[config.mk]
export PLATFORM = sky130hd
export DESIGN_NAME = div_arbiter
export DESIGN_NICKNAME = d
export VERILOG_FILES = /design/src/rtl/div_pkg.sv /design/src/rtl/div_core.sv /design/src/rtl/div_arbiter.sv
export SDC_FILE = /design/constraint.sdc
export NUM_CORES = 1
export LEC_CHECK = 0
export BUFFER_PORTS_ARGS = -buffer_cell sky130_fd_sc_hd__buf_2
export CAP_MARGIN = 20
export CORE_MARGIN = 1
export CORE_UTILIZATION = 45
export CTS_CLUSTER_DIAMETER = 120
export DETAILED_ROUTE_END_ITERATION = 12
export HOLD_SLACK_MARGIN = 0.06
export MAX_ROUTING_LAYER = met4
export PLACE_DENSITY_LB_ADDON = 0.08
export SYNTH_ARGS = -nofsm -noshare
export SYNTH_HDL_FRONTEND = slang
export SYNTH_SLANG_ARGS = --single-unit
export TNS_END_PERCENT = 5
[constraint.sdc]
create_clock -name clk -period 6.1 [get_ports clk]
set_clock_uncertainty 0.2 [all_clocks]
set_input_delay 0.915 -clock clk [delete_from_list [all_inputs] [get_ports clk]]
set_output_delay 0.915 -clock clk [all_outputs]
set_load 0.05 [all_outputs]
[src/rtl/div_pkg.sv]
// Shared types and constants for the arbitrated iterative divider.
package div_pkg;
  typedef enum logic [1:0] {
    IDLE = 2'd0,
    CALC = 2'd1,
    DONE = 2'd2
  } state_t;

  localparam int DEF_WIDTH = 32;
  localparam int DBZ_REM   = 1;
endpackage

[src/rtl/div_core.sv]
// Iterative unsigned restoring divider with a single-cycle path for trivial operands.
module div_core
  import div_pkg::*;
#(
  parameter int WIDTH = DEF_WIDTH
) (
  input  logic             clk,
  input  logic             rst,
  input  logic             start,
  input  logic [WIDTH-1:0] dividend,
  input  logic [WIDTH-1:0] divisor,
  output logic             busy,
  output logic             done,
  output logic [WIDTH-1:0] quotient,
  output logic [WIDTH-1:0] remainder,
  output logic             dbz
);
  localparam int CW = $clog2(WIDTH);

  logic             busy_r;
  logic             fast_r;
  logic [WIDTH-1:0] q_r;
  logic [WIDTH-1:0] den_r;
  logic [WIDTH:0]   rem_r;
  logic [CW-1:0]    count_r;
  logic [WIDTH-1:0] quotient_r;
  logic [WIDTH-1:0] remainder_r;
  logic             dbz_r;

  logic [WIDTH:0]   shift_s;
  logic [WIDTH:0]   trial_s;
  logic [WIDTH:0]   rem_next_s;
  logic             bit_s;
  logic             done_s;
  logic [WIDTH-1:0] fast_q_s;
  logic [WIDTH-1:0] fast_r_s;
  logic             fast_z_s;

  // One restoring step: shift in the next dividend bit, trial subtract, keep or restore
  always_comb begin
    shift_s = (rem_r << 1) | {{WIDTH{1'b0}}, q_r[WIDTH-1]};
    trial_s = shift_s - {1'b0, den_r};
    if (trial_s[WIDTH]) begin
      bit_s      = 1'b0;
      rem_next_s = shift_s;
    end else begin
      bit_s      = 1'b1;
      rem_next_s = trial_s;
    end
    done_s = busy_r && (fast_r || (count_r == CW'(WIDTH - 1)));
  end

  // Trivial-operand results; q_r still holds the unshifted dividend on the fast path
  always_comb begin
    if (den_r == WIDTH'(0)) begin
      fast_q_s = WIDTH'(0);
      fast_r_s = WIDTH'(DBZ_REM);
      fast_z_s = 1'b1;
    end else if (den_r == q_r) begin
      fast_q_s = WIDTH'(1);
      fast_r_s = WIDTH'(0);
      fast_z_s = 1'b0;
    end else begin
      fast_q_s = WIDTH'(0);
      fast_r_s = q_r;
      fast_z_s = 1'b0;
    end
  end

  // Operand capture, iteration and result registers
  always_ff @(posedge clk or posedge rst) begin
    if (rst) begin
      busy_r      <= 1'b0;
      fast_r      <= 1'b0;
      q_r         <= WIDTH'(0);
      den_r       <= WIDTH'(0);
      rem_r       <= {(WIDTH + 1){1'b0}};
      count_r     <= CW'(0);
      quotient_r  <= WIDTH'(0);
      remainder_r <= WIDTH'(0);
      dbz_r       <= 1'b0;
    end else if (start && !busy_r) begin
      busy_r  <= 1'b1;
      fast_r  <= (divisor == WIDTH'(0)) || (divisor >= dividend);
      q_r     <= dividend;
      den_r   <= divisor;
      rem_r   <= {(WIDTH + 1){1'b0}};
      count_r <= CW'(0);
    end else if (done_s) begin
      busy_r <= 1'b0;
      if (fast_r) begin
        quotient_r  <= fast_q_s;
        remainder_r <= fast_r_s;
        dbz_r       <= fast_z_s;
      end else begin
        quotient_r  <= {q_r[WIDTH-2:0], bit_s};
        remainder_r <= rem_next_s[WIDTH-1:0];
        dbz_r       <= 1'b0;
      end
    end else if (busy_r) begin
      q_r     <= {q_r[WIDTH-2:0], bit_s};
      rem_r   <= rem_next_s;
      count_r <= count_r + CW'(1);
    end
  end

  assign busy      = busy_r;
  assign done      = done_s;
  assign quotient  = quotient_r;
  assign remainder = remainder_r;
  assign dbz       = dbz_r;
endmodule

[src/rtl/div_arbiter.sv]
// Round-robin arbitration of two requesters onto one shared div_core, with
// a valid/ready response handshake.
module div_arbiter
  import div_pkg::*;
#(
  parameter int WIDTH = DEF_WIDTH,
  parameter int NREQ  = 2
) (
  input  logic                  clk,
  input  logic                  rst,
  input  logic [NREQ-1:0]       req_valid,
  output logic [NREQ-1:0]       req_ready,
  input  logic [NREQ*WIDTH-1:0] req_dividend,
  input  logic [NREQ*WIDTH-1:0] req_divisor,
  output logic                  rsp_valid,
  input  logic                  rsp_ready,
  output logic                  rsp_id,
  output logic [WIDTH-1:0]      rsp_quotient,
  output logic [WIDTH-1:0]      rsp_remainder,
  output logic                  rsp_dbz
);
  state_t           state_r;
  state_t           state_s;
  logic             last_r;
  logic             rsp_id_r;
  logic             rsp_valid_r;
  logic [1:0]       grant_s;
  logic             sel_s;
  logic             accept_s;
  logic [WIDTH-1:0] op_dividend_s;
  logic [WIDTH-1:0] op_divisor_s;
  logic             core_busy_s;
  logic             core_done_s;

  // Grant the only valid port, or the one not served last when both are valid
  always_comb begin
    case (req_valid[1:0])
      2'b11:   grant_s = last_r ? 2'b01 : 2'b10;
      2'b01:   grant_s = 2'b01;
      2'b10:   grant_s = 2'b10;
      default: grant_s = 2'b00;
    endcase
    sel_s = grant_s[1];
    if ((state_r == IDLE) && !rst && !core_busy_s) begin
      req_ready = NREQ'(grant_s);
    end else begin
      req_ready = {NREQ{1'b0}};
    end
    accept_s      = |(req_valid[1:0] & req_ready[1:0]);
    op_dividend_s = sel_s ? req_dividend[2*WIDTH-1:WIDTH] : req_dividend[WIDTH-1:0];
    op_divisor_s  = sel_s ? req_divisor[2*WIDTH-1:WIDTH]  : req_divisor[WIDTH-1:0];
  end

  // Next-state logic
  always_comb begin
    state_s = state_r;
    case (state_r)
      IDLE: begin
        if (accept_s) begin
          state_s = CALC;
        end else begin
          state_s = IDLE;
        end
      end
      CALC: begin
        if (core_done_s) begin
          state_s = DONE;
        end else begin
          state_s = CALC;
        end
      end
      DONE: begin
        if (rsp_ready) begin
          state_s = IDLE;
        end else begin
          state_s = DONE;
        end
      end
      default: state_s = IDLE;
    endcase
  end

  // State, round-robin pointer and response bookkeeping
  always_ff @(posedge clk or posedge rst) begin
    if (rst) begin
      state_r     <= IDLE;
      last_r      <= 1'b1;
      rsp_id_r    <= 1'b0;
      rsp_valid_r <= 1'b0;
    end else begin
      state_r     <= state_s;
      rsp_valid_r <= (state_s == DONE);
      if (accept_s) begin
        last_r   <= sel_s;
        rsp_id_r <= sel_s;
      end
    end
  end

  div_core #(
    .WIDTH(WIDTH)
  ) u_core (
    .clk      (clk),
    .rst      (rst),
    .start    (accept_s),
    .dividend (op_dividend_s),
    .divisor  (op_divisor_s),
    .busy     (core_busy_s),
    .done     (core_done_s),
    .quotient (rsp_quotient),
    .remainder(rsp_remainder),
    .dbz      (rsp_dbz)
  );

  assign rsp_valid = rsp_valid_r;
  assign rsp_id    = rsp_id_r;
endmodule

==> flow_results.org <==
** STA
- Measured against its own limit, the worst slew margin works out to 33.3%.
- Fin worst setup slack :: 2.08 ns
- For the final routed database, the setup TNS stands at 0 ns.
- Setup violations remaining at the end of the flow were counted as 0.
- Setup repair after global routing missed its margin :: no
- Share of the clock period used by the worst path after layout :: about two thirds
- Max-slew violations :: 0
- Timing would allow up to around 250 MHz.
- For the pin with the worst max-slew slack, the measured transition is roughly 1.0 ns.
- The worst path in the final design needs a cycle of roughly 4 ns, including I/O delays and setup.
- The final-report hold violation count was 0.

** Clocking
- The number of gates resized after CTS was 0.
- Post-cts hold buffer count :: 0
- Buffer depth of the longest clock path :: 2
- Clock-pin slew was measured on the worst setup and hold paths at 0.08 ns.
- H-tree depth :: 4
- # clock sinks :: 173
- Num CTS Buffers :: 17
- TritonCTS clock tree :: yes
- In this run the post-CTS setup repair buffer count came out at 0.
- At the later pin of the worst-skew pair, clock insertion delay measures between 0.4 and 0.5 ns.
- The tree is rooted in a clkbuf_16.

** GRT
- Pin count of the biggest net entering global routing :: 93
- Total congestion overflow after global routing :: 0
- Total track usage :: 28.6%
- The number of antenna violations at the first check in global routing was 0.
- Vias in the first global route :: just under 10000
- The first global-routing pass estimated 54.7 mm of wire.

** Floorplan
- Cell Rows :: 57
- In this run the horizontal extent of the chip is 160 microns.
- Count of boundary I/O pins :: 202
- Once the floorplan was initialized, standard cells occupied between 40 and 50% of the core.
- Core region area :: 0.0243 sq mm
- The floorplan step defined a die boundary enclosing ~0.025 sq mm.
- Vert. Die Dim :: approximately 160 microns

** Final layout
- Layout cells sized above 1 :: 19.4%
- After the last flow step, the layout net total stands at 1609.
- Antenna cell count :: 0
- The filler cells instantiated in the layout total around 2300.
- Utilization after layout :: a little over half
- Final standard cell area without fillers :: approximately 0.013 sq mm
- Layout area overhead :: 16.7%

** Route
- After detailed routing, the number of vias per cell comes to ~5.6.
- Routed Antenna Nets :: 0
- The detailed router finished its first iteration with between 600 and 700 violations.
- Post-detailed-routing wire length :: 34.7 mm
- DRC violation count after routing :: 0
- Detailed-routing iteration count for the pre-antenna-repair pass :: 5
- Count of vias placed by the detailed router :: about 9800
- Dividing the detail-routed wire length by the instance count gives around 20 microns.

** Pwr
- Power spread over the standard cell area amounts to roughly 600 mW/mm^2.
- PnR Total Power :: between 7000 and 8000 uW
- Leakage power total :: 0.00628 uW
- Maximum vdd drop :: ~0.28 mV

** Setup path
- Worst Path Buf+Inv :: 2
- STA classifies the critical path startpoint as a flip-flop.
- Biggest cell delay along the critical path :: around 0.45 ns
- The setup path with the least slack is of type reg -> reg.
- The worst setup path is captured at a flip-flop.
- Along the worst path, the maximum fanout reaches 22.
- On the critical path the largest part of the delay comes from compound AO/OA/AOI/OAI gates.
- CP required :: roughly 6.3 ns
- For the worst setup path, the data arrival time is 4.20 ns.
- Among all stages on the critical path, the largest delay is contributed by buf_4.
- Critical-path cell list :: inv_1 > ha_1 > fa_1 > nand2b_1 > a21o_1 > a211oi_2 > o211ai_2 > mux2i_2 > nor2_4 > buf_4 > mux2_4 > o2111ai_1 > o21a_1

** Placed design
- Half-perimeter wire length after placement :: between 20 and 30 mm
- In this run the cell area measured after placement is around 0.012 sq mm.
- DP Worst Slack :: between 1.5 and 2 ns
- Final Wtd Congestion :: between 0.9 and 1
- The count of buffers added on input and output ports is between 200 and 250.

** Synthesis
- Count of state elements after synthesis :: about 170
- Most used flip-flop cell after synthesis :: dfrtp_1
- Top cell type's share of synthesized area :: 38.5%
- Net count after synthesis :: approximately 1400
- Counting flops with a built-in enable in the synthesized netlist gives 0.
- For this run, the number of Yosys warnings is 0.
- The synthesized netlist occupies a cell area of about 0.011 sq mm.
- Synthesis produced 1248 cells.
- Of all cell types, the one taking the most synthesized area is dfrtp_1.
- Sequential element share of the synthesized area :: 38.7%
- Synth async-reset ratio :: 100%
- Yosys cell types :: between 60 and 70
- Top-count cell post-synth :: dfrtp_1
- Synth cell count leaders :: dfrtp_1, nand2_1, a21oi_1, mux2i_1, o21ai_0
- Mean cell area of the mapped netlist :: between 8 and 9 sq um
- Top area cells in the synthesized netlist :: dfrtp_1, mux2i_1, ha_1, a21oi_1, nand2_1

** Hold path
- HP Class :: reg -> reg

** Job
- Across the run, the number of max-cap violations was 0.

** Status
- The flow ran to the end, and the final reports show no timing, DRC or antenna violations.
## final cells by class
| type | count | area (sq um) | area share (%) |
|---|---|---|---|
| tap | 324 | 405 | 3.11 |
| clock buffer | 18 | 429 | 3.29 |
| multi-input combinational | 920 | 6280 | 48.1 |
| sequential | 173 | 4330 | 33.2 |
| timing repair buffer | 215 | 1110 | 8.52 |
| clock inverter | 14 | 174 | 1.33 |
| inverter | 82 | 313 | 2.40 |
## path summary, 6_finish.rpt
kind / from / end / slack (ns) / cells after the start
worst max-delay path: u_core.q_r[31]$_DFFE_PP0P_ / u_core.remainder[0]$_DFFE_PP0P_ / 2.08 / 13
worst min-delay path: u_core.quotient[27]$_DFFE_PP0P_ / u_core.quotient[27]$_DFFE_PP0P_ / 0.28 / 2
worst max register to register: u_core.q_r[31]$_DFFE_PP0P_ / u_core.remainder[0]$_DFFE_PP0P_ / 2.08 / 13
worst min register to register: u_core.quotient[27]$_DFFE_PP0P_ / u_core.quotient[27]$_DFFE_PP0P_ / 0.28 / 2
max in group asynchronous: rst / u_core.den_r[4]$_DFFE_PP0P_ / 4.03 / 3
min in group asynchronous: rst / u_core.quotient[28]$_DFFE_PP0P_ / 0.47 / 2
## registers in the layout, indices dropped and copies added, names as in the netlist
register / flops
u_core.rem_r: 32
u_core.fast_r: 1
u_core.den_r: 32
state_r: 2
u_core.remainder: 32
u_core.dbz: 1
u_core.busy: 1
u_core.count_r: 5
rsp_id: 1
last_r: 1
u_core.q_r: 32
rsp_valid: 1
u_core.quotient: 32
## stage by stage
stage,cells,hold WS [ns]
floorplan,1248,0.242
global placement,1714,0.259
detailed placement,1714,0.266
CTS,1746,0.285
global route,1746,0.301
finish,1746,0.281
## logic make-up after synthesis
family                     synth area share [%]
adders and majority gates                  7.56
xor gates and xnor gates                   4.94
and+or+nand+nor                            14.4
AOI/OAI and AO/OA                          20.2
muxes                                      8.70
DFF                                        38.7
buffers and inverters                      5.51
## where the power goes
group | internal, uW | switching (uW)
combinational | 1440 | 2710
clock | 621 | 524
sequential | 1670 | 658
total | 3730 | 3890
## worst min-delay path: cells and delay by family (launching register included)
kind             cells  cell delay (ns)
AO/OA/AOI/OAI        1             0.06
flip-flops           1             0.34
AND/OR/NAND/NOR      1             0.04
## placed cells by master, fill, tap and decap left out, types with 8 or more instances in the layout
master / Yosys / layout
buf_2: 9 / 201
dfrtp_1: 172 / 171
nand2_1: 119 / 117
a21oi_1: 114 / 114
mux2i_1: 92 / 92
o21ai_0: 86 / 85
inv_1: 82 / 81
nor2_1: 82 / 80
ha_1: 66 / 66
xnor2_1: 51 / 51
nand2b_1: 41 / 41
nand4_1: 33 / 33
o21a_1: 28 / 28
a221o_1: 26 / 26
a21o_1: 25 / 25
o21ai_1: 22 / 22
clkbuf_16: 0 / 17
nand3_1: 15 / 15
nor4_1: 14 / 14
buf_4: 0 / 14
xor2_1: 12 / 12
o211ai_1: 10 / 10
nor3_1: 8 / 8
## routing by layer
layer / part of all wire (%) / GRT usage (%) / up-vias
met4: 1.6 / 7.12 / 0
met5: 0 / - / -
met1: 48 / 40.7 / 4712
met3: 5.3 / 3.58 / 30
li1: - / - / 4735
met2: 45 / 43.2 / 335
No activity file was read; power rests on OpenSTA's default activity.
